[src/rtl/avst_packet_accum.sv]
// Avalon-ST packet accumulator: sums the beats of each packet (or emits a running
// sum per beat) and buffers results in a small show-ahead FIFO.
module avst_packet_accum #(
    parameter int DATA_W     = 8,
    parameter int SUM_W      = 16,
    parameter int FIFO_DEPTH = 4,
    parameter int SATURATE   = 0,
    parameter int RUNNING    = 0
) (
    input  logic              clk,
    input  logic              reset,
    input  logic [DATA_W-1:0] data_in,
    input  logic              end_in,
    input  logic              valid_in,
    output logic              ready_in,
    output logic [SUM_W-1:0]  data_out,
    output logic [15:0]       count_out,
    output logic              overflow_out,
    output logic              end_out,
    output logic              valid_out,
    input  logic              ready_out
);

    localparam int AW = (FIFO_DEPTH > 1) ? $clog2(FIFO_DEPTH) : 1;

    // Handshake: a beat transfers on a rising edge with valid_in && ready_in, a
    // result on valid_out && ready_out. ready_in is a function of registered state
    // only, so space freed by a pop is offered from the following cycle.

    logic              run;
    logic [SUM_W-1:0]  acc;
    logic [15:0]       cnt;
    logic              ovf;

    logic [AW-1:0]     wr_ptr;
    logic [AW-1:0]     rd_ptr;
    logic [AW:0]       occ;

    logic [SUM_W-1:0]  mem_sum [FIFO_DEPTH];
    logic [15:0]       mem_cnt [FIFO_DEPTH];
    logic              mem_ovf [FIFO_DEPTH];
    logic              mem_end [FIFO_DEPTH];

    logic [SUM_W:0]    sum_full;
    logic              carry;
    logic [SUM_W-1:0]  acc_next;
    logic [15:0]       cnt_next;
    logic              ovf_next;
    logic              fifo_full;
    logic              accept;
    logic              push;
    logic              pop;

    assign fifo_full = (occ == (AW+1)'(FIFO_DEPTH));
    assign ready_in  = run && !fifo_full;
    assign valid_out = (occ != '0);

    assign accept = valid_in && ready_in;
    assign push   = accept && ((RUNNING != 0) || end_in);
    assign pop    = valid_out && ready_out;

    // Carry out of the extra top bit marks overflow of the SUM_W accumulator.
    assign sum_full = {1'b0, acc} + {{(SUM_W + 1 - DATA_W){1'b0}}, data_in};
    assign carry    = sum_full[SUM_W];
    assign acc_next = (carry && (SATURATE != 0)) ? {SUM_W{1'b1}} : sum_full[SUM_W-1:0];
    assign ovf_next = ovf | carry;
    assign cnt_next = (cnt == 16'hFFFF) ? cnt : cnt + 16'd1;

    always_ff @(posedge clk or negedge reset) begin
        if (!reset) begin
            run    <= 1'b0;
            acc    <= '0;
            cnt    <= '0;
            ovf    <= 1'b0;
            wr_ptr <= '0;
            rd_ptr <= '0;
            occ    <= '0;
        end else begin
            run <= 1'b1;
            if (accept) begin
                if (end_in) begin
                    acc <= '0;
                    cnt <= '0;
                    ovf <= 1'b0;
                end else begin
                    acc <= acc_next;
                    cnt <= cnt_next;
                    ovf <= ovf_next;
                end
            end
            if (push) wr_ptr <= wr_ptr + AW'(1);
            if (pop)  rd_ptr <= rd_ptr + AW'(1);
            case ({push, pop})
                2'b10:   occ <= occ + (AW+1)'(1);
                2'b01:   occ <= occ - (AW+1)'(1);
                default: occ <= occ;
            endcase
        end
    end

    // Storage carries no reset; empty slots are masked at the outputs instead.
    always_ff @(posedge clk) begin
        if (push) begin
            mem_sum[wr_ptr] <= acc_next;
            mem_cnt[wr_ptr] <= cnt_next;
            mem_ovf[wr_ptr] <= ovf_next;
            mem_end[wr_ptr] <= (RUNNING != 0) ? end_in : 1'b1;
        end
    end

    assign data_out     = valid_out ? mem_sum[rd_ptr] : '0;
    assign count_out    = valid_out ? mem_cnt[rd_ptr] : '0;
    assign overflow_out = valid_out ? mem_ovf[rd_ptr] : 1'b0;
    assign end_out      = valid_out ? mem_end[rd_ptr] : 1'b0;

endmodule

[config.mk]
export PLATFORM = sky130hd
export DESIGN_NAME = avst_packet_accum
export DESIGN_NICKNAME = d
export VERILOG_FILES = /design/src/rtl/avst_packet_accum.sv
export SDC_FILE = /design/constraint.sdc
export NUM_CORES = 1
export LEC_CHECK = 0
export CAP_MARGIN = 20
export CORE_MARGIN = 2
export CORE_UTILIZATION = 37
export DETAILED_ROUTE_END_ITERATION = 8
export MAX_ROUTING_LAYER = met4
export SYNTH_ARGS = -nofsm -noshare
export SYNTH_HDL_FRONTEND = slang
export SYNTH_SLANG_ARGS = --single-unit
export TNS_END_PERCENT = 30
[constraint.sdc]
create_clock -name clk -period 2.9 [get_ports clk]
set_clock_uncertainty 0.15 [all_clocks]
set_input_delay 0.58 -clock clk [delete_from_list [all_inputs] [get_ports clk]]
set_output_delay 0.58 -clock clk [all_outputs]
set_load 0.02 [all_outputs]
==> flow_metrics.tcl <==
set metrics [dict create \
    sw_frac_of_total_pct 32.4 \
    power.leakage_nw 3.70 \
    seqPwrFrac_pct 36.7 \
    antenna_found_initial 0 \
    r2r_cells 7 \
    synth_area_per_cell_um2 14.8 \
    firstDrtPassIters 4 \
    syn-cell-area_mm2 0.00794 \
    synth.most_common_cell "edfxtp_1" \
    cts_sinks 173 \
    fp-row-count 53 \
    post_layout_nonfiller_instances 902 \
    drv_slew 0 \
    reg2reg_slack_ns 0.40 \
    relSlewSlack_pct 58.4 \
    clk_latency_ns 0.43 \
    grt.met2_usage_pct 24.6 \
    num_antenna_cells 0 \
    ys_top_cells_by_count "edfxtp_1 (132), dfrtp_1 (41), and2_1 (37), mux4_2 (33), nand2_1 (33)" \
    crit_path_frequent_cell "buf_12" \
    crit_chain "buf_12 -> buf_12 -> mux4_2 -> and2_1 -> dlygate4sd2_1" \
    numCtsBuffers 17 \
    track_usage_pct 15.9 \
    cp_top_family "buffers and inverters" \
    r2r_end "mem_ovf[1]$_DFFE_PP_" \
    dpl.hpwl_um 10600 \
    dieArea_mm2 0.0226 \
    overflow 0 \
    clk_pin_slew_ns 0.06 \
    r2r_start "acc[0]$_DFFE_PN0N_" \
    design.core.area_mm2 0.0210 \
    async_reset_ff_share_pct 23.7 \
    synthCells 536 \
    drive_gt1_share_pct 20.1 \
    area_delta_synth_final_pct 21.8 \
    cts_tree "yes" \
    worst-path-buf-inv 3 \
    path_max_fanout 11 \
    remaining_drc_errors 0 \
    synth_ff_type "edfxtp_1" \
    end_kind "output port" \
    syn_nets 565 \
    ir_worst_vdd_v 0.000465 \
    hold_violations 0 \
    met1_usage_pct 20.5 \
    synth_edf_count 132 \
    hold_class "register to register" \
    yosys-top-cells-area "edfxtp_1 (50%), dfrtp_1 (13%), mux4_2 (9.4%)" \
    ff_latch_area_mm2 0.00499 \
    path_class "register to output port" \
    synthDistinctLibCells 65 \
    tightest_slew_ns 0.621 \
    internal-power_mw 6.04 \
    wire_per_inst_um 18.0 \
    grt_max_degree 34 \
    multi_input_area_mm2 0.00278 \
    nets 643 \
    die_y_um 150 \
    yosysTopAreaCellShare_pct 49.9 \
    ios 49 \
    ctsLongestPathBuffers 2 \
    gr-usage-met3_pct 2.97 \
    port_buffers 48 \
    rsz0062_at_grt "yes" \
    gp_congestion 0.870 \
    seq_area_frac_synth_pct 62.9 \
    startpoint_type "register" \
    setup_viol_count_final 0 \
    period_needed_ns 2.84 \
    hold_end "acc[0]$_DFFE_PN0N_" \
    grt_pass1_vias 4910 \
    root_buffer "clkbuf_16" \
    finalCritPeriodShare_pct 98.1 \
    netSwitchingPower_mw 2.89 \
    whs_path_depth 2 \
    cp.depth 5 \
    busiest_layer "met2" \
    pwr-share-clk_pct 26.2 \
    power_frac_comb_pct 37.1 \
    max_freq_ghz 0.352 \
    htreeDepth 4 \
    first_iter_violations 392 \
    yosys.area.top_type "edfxtp_1" \
    finalPower_mw 8.93 \
    status "complete, no violations" \
    crit_slowest_cell "mux4_2" \
    synth-seq-cells 173 \
    final_antenna_net_count 0 \
    grt_pass1_wl_um 26200 \
    maxCapViolations 0 \
    yosys_warnings 0 \
    critPathMaxStageDelay_ns 0.54 \
    hold_start "acc[0]$_DFFE_PN0N_" \
    cp.arrival_ns 2.11 \
    viasPerCell 5.16 \
    required_ns 2.17 \
    initial_utilization_pct 37.8 \
    die_width_um 150 \
    nFillCells 1830 \
    placedCellCount 865 \
    vias 4652 \
    p_per_area_mw_per_mm2 923 \
    finalWirelength_um 16300 \
]
## repair_timing
| item | in CTS | in global routing |
|---|---|---|
| pin swaps | 0 | 0 |
| resized for setup | 33 | 2 |
| buffers inserted | 0 | 2 |
| hold buffers | 1 | 0 |
| gates cloned | 0 | 2 |
| endpoints found under the setup margin | 33 | 13 |
| hold endpoints to repair | 19 | 0 |
## cell families after synthesis
logic type / share of synthesized area, %
xor+xnor: 3.31
buf+inv: 2.16
compound gates: 7.36
flops: 62.9
other cells: 0.0472
simple gates: 10.9
mux: 10.7
fa+ha+maj: 2.71
## metrics by stage
step | setup TNS [ns] | worst slack [ns] | hold slack (ns) | cell area (um2) | util, %
2_1_floorplan | 0 | 0.182 | 0.134 | 7940 | -
3_3_place_gp | -6.37 | -0.278 | 0.306 | 9010 | 42.9
3_5_place_dp | -7.66 | -0.297 | 0.320 | 9010 | 42.9
4_1_cts | 0 | 0.00883 | 0.335 | 9590 | 45.6
5_1_grt | -0.0158 | -0.00816 | 0.363 | 9670 | 46.0
6_report | 0 | 0.0565 | 0.331 | 9670 | 46.0
## worst max-delay path by stage
| stage | start | end | slack [ns] |
|---|---|---|---|
| global route | rd_ptr[0]$_DFFE_PN0P_ | count_out[14] | -0.008 |
| CTS | rd_ptr[0]$_DFFE_PN0P_ | overflow_out | 0.009 |
| finish | rd_ptr[0]$_DFFE_PN0P_ | overflow_out | 0.06 |
| floorplan | data_in[0] | mem_ovf[0]$_DFFE_PP_ | 0.18 |
| global placement | data_in[0] | mem_ovf[0]$_DFFE_PP_ | -0.28 |
| detailed placement | data_in[0] | mem_ovf[1]$_DFFE_PP_ | -0.30 |
## layout by cell type (no fill, tap or decap), types with 9 or more instances in the layout
master,netlist,final
edfxtp_1,132,132
dfrtp_1,41,40
and2_1,37,37
nand2_1,33,33
mux4_2,33,33
dlygate4sd2_1,0,31
buf_4,1,30
nor2_1,23,23
clkbuf_16,0,19
a21oi_1,18,18
xnor2_1,17,17
o21ai_0,17,17
ha_1,14,14
clkdlybuf4s50_1,0,14
xor2_1,13,13
nand3_1,12,12
buf_12,0,10
and3_1,9,9
## power by group through the flow
stage / Sequential, mW / Combinational, mW / Clock, mW
2_1_floorplan: 3.24 / 2.13 / 0
3_3_place_gp: 3.31 / 3.38 / 0
3_5_place_dp: 3.33 / 3.44 / 0
4_1_cts: 3.28 / 3.22 / 2.41
5_1_grt: 3.31 / 3.64 / 2.51
6_report: 3.28 / 3.31 / 2.34
## registers in the layout, indices dropped and copies added (netlist names)
name and flops:
cnt 16, acc 16, mem_ovf 4, run 1, ovf 1, wr_ptr 2, mem_sum 64, mem_cnt 64
rd_ptr 2, occ 3
## tightest hold or removal path, cell delays in order (launching register included)
cell and delay (ns):
dfrtp_1 0.35, nand2_1 0.05, nand2_1 0.05
## routing by layer
metal	vias up	share of wire [%]
li1	2208	-
met1	2335	46
met2	88	49
met3	21	3.2
met4	0	2.2
met5	-	0
## layout make-up
type | count | share of cell area (%)
Timing Repair Buffer | 91 | 9.53
Sequential cell | 173 | 51.6
Clock inverter | 14 | 1.89
Tap cell | 275 | 3.56
Clock buffer | 18 | 4.44
Inverter | 7 | 0.272
Multi-Input combinational cell | 324 | 28.7
No activity file was read; power rests on OpenSTA's default activity.
